## config.mk

```make
export PLATFORM = sky130hd
export DESIGN_NAME = datamem_bytelane
export DESIGN_NICKNAME = d
export VERILOG_FILES = /design/src/rtl/datamem_pkg.sv /design/src/rtl/datamem_load_align.sv /design/src/rtl/datamem_bytelane.sv
export SDC_FILE = /design/constraint.sdc
export NUM_CORES = 2
export LEC_CHECK = 0
export ABC_AREA = 1
export BUFFER_PORTS_ARGS = -buffer_cell sky130_fd_sc_hd__buf_2
export CAP_MARGIN = 10
export CORE_ASPECT_RATIO = 1.5
export CORE_UTILIZATION = 50
export CTS_CLUSTER_DIAMETER = 80
export DETAILED_ROUTE_END_ITERATION = 8
export PLACE_DENSITY_LB_ADDON = 0.08
export SYNTH_ARGS = -nofsm -noshare
export SYNTH_HDL_FRONTEND = slang
export SYNTH_SLANG_ARGS = --single-unit
export TNS_END_PERCENT = 30
```

## constraint.sdc

```tcl
create_clock -name clk -period 7.6 [get_ports clk]
set_input_delay 0.76 -clock clk [delete_from_list [all_inputs] [get_ports clk]]
set_output_delay 0.76 -clock clk [all_outputs]
set_load 0.02 [all_outputs]
```

## src/rtl/datamem_pkg.sv

```systemverilog
// Shared encodings and lane helpers for the byte-lane data memory.
package datamem_pkg;

   localparam logic [1:0] SZ_BYTE = 2'b00;
   localparam logic [1:0] SZ_HALF = 2'b01;
   localparam logic [1:0] SZ_WORD = 2'b10;

   typedef enum logic {
      INIT  = 1'b0,
      READY = 1'b1
   } state_e;

   // Halves must sit on even addresses, words on multiples of four; 2'b11 never matches.
   function automatic logic access_legal(input logic [1:0] size, input logic [1:0] lane);
      case (size)
         SZ_BYTE: return 1'b1;
         SZ_HALF: return ~lane[0];
         SZ_WORD: return (lane == 2'b00);
         default: return 1'b0;
      endcase
   endfunction

   function automatic logic [3:0] store_be(input logic [1:0] size, input logic [1:0] lane);
      case (size)
         SZ_BYTE: return 4'b0001 << lane;
         SZ_HALF: return lane[1] ? 4'b1100 : 4'b0011;
         default: return 4'b1111;
      endcase
   endfunction

endpackage

```

## src/rtl/datamem_load_align.sv

```systemverilog
// Selects the addressed byte/half of a memory word and sign/zero extends it.
module datamem_load_align
   import datamem_pkg::*;
(
   input  logic [31:0] word_i,
   input  logic [1:0]  lane_i,
   input  logic [1:0]  size_i,
   input  logic        unsigned_i,
   output logic [31:0] data_o
);

   logic [7:0]  byte_sel;
   logic [15:0] half_sel;

   always_comb begin
      case (lane_i)
         2'd0:    byte_sel = word_i[7:0];
         2'd1:    byte_sel = word_i[15:8];
         2'd2:    byte_sel = word_i[23:16];
         default: byte_sel = word_i[31:24];
      endcase
      half_sel = lane_i[1] ? word_i[31:16] : word_i[15:0];
   end

   always_comb begin
      case (size_i)
         SZ_BYTE: data_o = {{24{~unsigned_i & byte_sel[7]}}, byte_sel};
         SZ_HALF: data_o = {{16{~unsigned_i & half_sel[15]}}, half_sel};
         default: data_o = word_i;
      endcase
   end

endmodule

```

## src/rtl/datamem_bytelane.sv

```systemverilog
// Byte-addressed data memory with lane-masked stores, registered extended loads
// and a one-word-per-cycle zeroing sweep after reset so the array maps to block RAM.
module datamem_bytelane
   import datamem_pkg::*;
#(
   parameter  int DEPTH  = 128,
   localparam int ADDR_W = $clog2(DEPTH) + 2
) (
   input  logic              clk,
   input  logic              reset,
   input  logic              mem_read,
   input  logic              mem_write,
   input  logic [ADDR_W-1:0] addr,
   input  logic [1:0]        size,
   input  logic              load_unsigned,
   input  logic [31:0]       write_data,
   output logic [31:0]       read_data,
   output logic              read_valid,
   output logic              busy,
   output logic              misaligned_err
);

   localparam int IDX_W = ADDR_W - 2;
   localparam logic [IDX_W-1:0] LAST_IDX = IDX_W'(DEPTH - 1);

   state_e            state_q, state_d;
   logic [IDX_W-1:0]  cnt_q, cnt_d;
   logic              valid_q, err_q, err_d;
   logic [31:0]       hold_q;
   logic [31:0]       rd_word_q;
   logic [1:0]        lane_q, size_q;
   logic              uns_q;
   logic [31:0]       aligned;

   logic [31:0]       mem [DEPTH];
   logic              mem_we, load_acc;
   logic [3:0]        wr_be;
   logic [IDX_W-1:0]  wr_idx, rd_idx;
   logic [31:0]       wr_word;

   assign rd_idx = addr[ADDR_W-1:2];

   // NOTE: every signal assigned here gets a default first so no path infers a latch.
   always_comb begin
      state_d  = state_q;
      cnt_d    = cnt_q;
      mem_we   = 1'b0;
      wr_be    = 4'b0000;
      wr_idx   = cnt_q;
      wr_word  = 32'd0;
      load_acc = 1'b0;
      err_d    = 1'b0;
      case (state_q)
         INIT: begin
            mem_we = 1'b1;
            wr_be  = 4'b1111;
            cnt_d  = cnt_q + 1'b1;
            if (cnt_q == LAST_IDX) state_d = READY;
         end
         READY: begin
            wr_idx = rd_idx;
            if (mem_read || mem_write) begin
               if (!access_legal(size, addr[1:0])) begin
                  err_d = 1'b1;
               end else if (mem_read) begin
                  // Read wins over a simultaneous write; the write is silently dropped.
                  load_acc = 1'b1;
               end else begin
                  mem_we = 1'b1;
                  wr_be  = store_be(size, addr[1:0]);
                  case (size)
                     SZ_BYTE: wr_word = {4{write_data[7:0]}};
                     SZ_HALF: wr_word = {2{write_data[15:0]}};
                     default: wr_word = write_data;
                  endcase
               end
            end
         end
         default: state_d = INIT;
      endcase
   end

   // NOTE: sequential state uses non-blocking assignments so all registers update together.
   always_ff @(posedge clk or posedge reset) begin
      if (reset) begin
         state_q <= INIT;
         cnt_q   <= '0;
         valid_q <= 1'b0;
         err_q   <= 1'b0;
         hold_q  <= 32'd0;
         lane_q  <= 2'b00;
         size_q  <= SZ_WORD;
         uns_q   <= 1'b0;
      end else begin
         state_q <= state_d;
         cnt_q   <= cnt_d;
         valid_q <= load_acc;
         err_q   <= err_d;
         if (valid_q) hold_q <= aligned;
         if (load_acc) begin
            lane_q <= addr[1:0];
            size_q <= size;
            uns_q  <= load_unsigned;
         end
      end
   end

   // NOTE: the array and its read register carry no reset; the init sweep zeroes the contents.
   always_ff @(posedge clk) begin
      if (mem_we) begin
         for (int l = 0; l < 4; l++) begin
            if (wr_be[l]) mem[wr_idx][8*l +: 8] <= wr_word[8*l +: 8];
         end
      end
      if (load_acc) rd_word_q <= mem[rd_idx];
   end

   datamem_load_align u_align (
      .word_i     (rd_word_q),
      .lane_i     (lane_q),
      .size_i     (size_q),
      .unsigned_i (uns_q),
      .data_o     (aligned)
   );

   // The fresh result is shown during the valid cycle, then held until the next load.
   assign read_data      = valid_q ? aligned : hold_q;
   assign read_valid     = valid_q;
   assign misaligned_err = err_q;
   assign busy           = (state_q == INIT);

endmodule

```

==> results.ini <==
[status]
status = finished, final reports clean

[clock_network]
numCtsBuffers = 394
cts_root_buf = clkbuf_16
postCtsSetupBuffers = 0
clkLatencyLatePin_ps = 980
cts_num_sinks = 4175
cts_tree = done
clkTransAtPathRegs_ps = 60
clockBufferDepth = 4
cts_htree_levels = 5

[worst_setup_path]
cp_max_fo = 124
critPathCaptureType = flop
worst_ep_required_time_ps = 8210
cpPeakStageDelay_ps = 1360
crit_chain = buf_12, inv_8, a21oi_1, inv_1, nand3_1, nor2_1, nand2_1, inv_1
cp_top_family = simple AND/OR/NAND/NOR gates
crit_top_cell = inv_1
crit_slowest_cell = nor2_1
cp.arrival_ps = 5350
cp-start-kind = input port
crit_buf_inv = 4
crit_type = input port to flop

[finish]
most-common-layout-cells = nand2_1 (4743), edfxtp_1 (4128), nand3_1 (4044)
drive_gt1_share_pct = 6.531
layout_commonest_cell = nand2_1
final_area_mm2 = 0.1887
final_cells = 19402
area_growth_pct = 10.23
fill_cells = 28455
utilization_pct = 55.51
final_nets = 14642

[drt]
antenna_left = 0
wire_per_inst_um = 27.83
vias = 114380
drc = 0
drtIter0Drc = 13269
firstDrtPassIters = 9
drt-total-wl_um = 540000
via_per_inst = 5.895

[place]
routabilityCongestion = 0.9327
dpl_cell_area_mm2 = 0.1760
hpwl_um = 332200
port_buffers = 82
post-place-ws_ps = 2231
dp.cells = 18681

[timing]
layout_setup_ws_ps = 2866
clock_skew_ps = 49.76
maxSlewHeadroom_pct = 2.213
fmax_ghz = 0.2112
grt_setup_unrepaired = no
period_minus_slack_ps = 4734
timing.final.crit_share_pct = 62.29
report.final.setup_viol = 0
worst_pin_slew_ps = 1461
drv_slew = 0
finalHoldViolCount = 0

[floorplanning]
core.rowCount = 262
die_h_um = 718.7
coreArea_mm2 = 0.3399
die_w_um = 479.8
die_area_mm2 = 0.3448
ios = 83
start_util_pct = 50.36

[grt]
grt_pass1_wl_um = 772700
busiest_layer = met2
antenna_found_initial = 15
gr-usage-met2_pct = 50.37
grt_overflow = 0
first_global_vias = 109236
grt_use_total_pct = 30.92
grt_max_degree = 189
use_met1_pct = 38.74
gr-usage-met3_pct = 5.103

[synth]
ys_warn_count = 0
seq_area_frac_synth_pct = 73.10
synthTopCellsByArea = edfxtp_1 (72%), nand3_1 (12%), nand2_1 (10%), buf_2 (1.3%), inv_1 (1.3%)
avgSynthCellArea_um2 = 11.53
synth-seq-cells = 4175
postSynthCellCount = 14854
synth.largest_area_cell = edfxtp_1
yosysUniqueCellTypes = 32
netlist_area_mm2 = 0.1712
syn-num-nets = 14903
synth_top_area_share_pct = 72.41

[power]
total_leakage_power_uw = 0.07150
ir_drop_v = 0.0001665
powerDensity_mw_per_mm2 = 248.4

[hold_path]
worstHoldPathType = input port to flop

[job]
max-cap-violations = 0

registers in the layout (all words and copies together) (netlist names):
name            cells
state_q             1
cnt_q               7
read_valid          1
lane_q              2
size_q              2
mem              4096
hold_q             32
uns_q               1
misaligned_err      1
rd_word_q          32
cells in the mapped netlist:
master	n
buf_4	4
a21oi_1	9
xnor2_1	3
inv_1	580
a41oi_1	9
ha_1	1
nand2_2	4
o22ai_1	24
inv_2	6
o211ai_1	9
xor2_1	3
o221ai_1	1
o21ai_1	6
clkinv_1	1
a32o_1	5
dfstp_2	1
buf_2	439
nand4_1	1
nor2_1	194
o21ai_0	34
nand3b_1	2
nand2_1	4743
nand3_1	4044
dfrtp_1	46
buf_1	138
edfxtp_1	4128
nor2_2	2
o21bai_1	1
o2111ai_1	1
or2_2	5
clkbuf_1	402
a211oi_1	8
worst register-to-register path: stages, from the launching register on:
cell     delay, ps
dfrtp_1        470
buf_4          390
nor2_1         130
a21oi_1        310
nand3_1        790
nor2_1        1370
nand2_1        420
inv_1          420
area by class of cell:
type                       count  area [µm²]  share of cell area [%]
inverter                     587        2240                   1.187
sequential                  4175      125100                   66.31
clock inverter               216        2302                   1.220
tap                         4488        5615                   2.976
antenna                       15       37.54                 0.01989
timing repair buffer         326        2982                   1.580
clock buffer                 486       10330                   5.475
multi-input combinational   9109       40070                   21.23
power by group:
| part | internal, µW | leakage, µW | total (µW) | switching, µW |
|---|---|---|---|---|
| combinational | 536 | 0.0253 | 2150 | 1610 |
| clock | 11200 | 0.00616 | 19800 | 8600 |
| sequential | 24900 | 0.0401 | 24900 | 0 |
| total | 36700 | 0.0715 | 46900 | 10200 |
kinds of logic (layout without fill, tap and decap cells):
group,after synthesis,count (layout),synth area share (%)
other,0,15,0
AND/OR/NAND/NOR,8995,8995,22.70
AO/OA/AOI/OAI,107,107,0.3954
flip-flops,4175,4175,73.10
XOR/XNOR,6,6,0.03070
buffers and inverters,1570,1615,3.772
adder cells (fa/ha/maj),1,1,0.007307
per-layer routing:
metal / share of wire (%) / routed length [µm] / vias up
met5: 0.029 / 158 / -
met4: 7.1 / 38420 / 12
met3: 7.8 / 41970 / 1129
met2: 48 / 259100 / 5190
met1: 37 / 200400 / 56728
li1: - / - / 51321
per-stage QoR:
| step | total power, µW | TNS [ps] | hold WS, ps |
|---|---|---|---|
| after floorplan | 26760 | -406050 | 467.3 |
| after detailed placement | 27520 | 0 | 471.7 |
| after CTS | 47060 | 0 | 23.82 |
| after global placement | 27500 | 0 | 470.9 |
| after global routing | 48000 | 0 | 79.41 |
| final | 46880 | 0 | 81.14 |
timing repair:
item | 4_1_cts | 5_1_grt
hold buffers | 1 | 0
endpoints found under the hold margin | 16 | 0
resized for setup | 0 | 0
worst paths after layout:
path,start,to,slack [ps],cells past startpoint
min in group asynchronous,reset,hold_q[8],570,4
worst min register to register,hold_q[31],hold_q[31],490,2
worst max-delay path,addr[2],mem[122][28],2870,8
worst max register to register,state_q,mem[122][28],2970,7
worst min-delay path,load_unsigned,uns_q,80,3
max in group asynchronous,reset,read_valid,6480,4
Note: power is estimated with default switching activity, not from simulation.
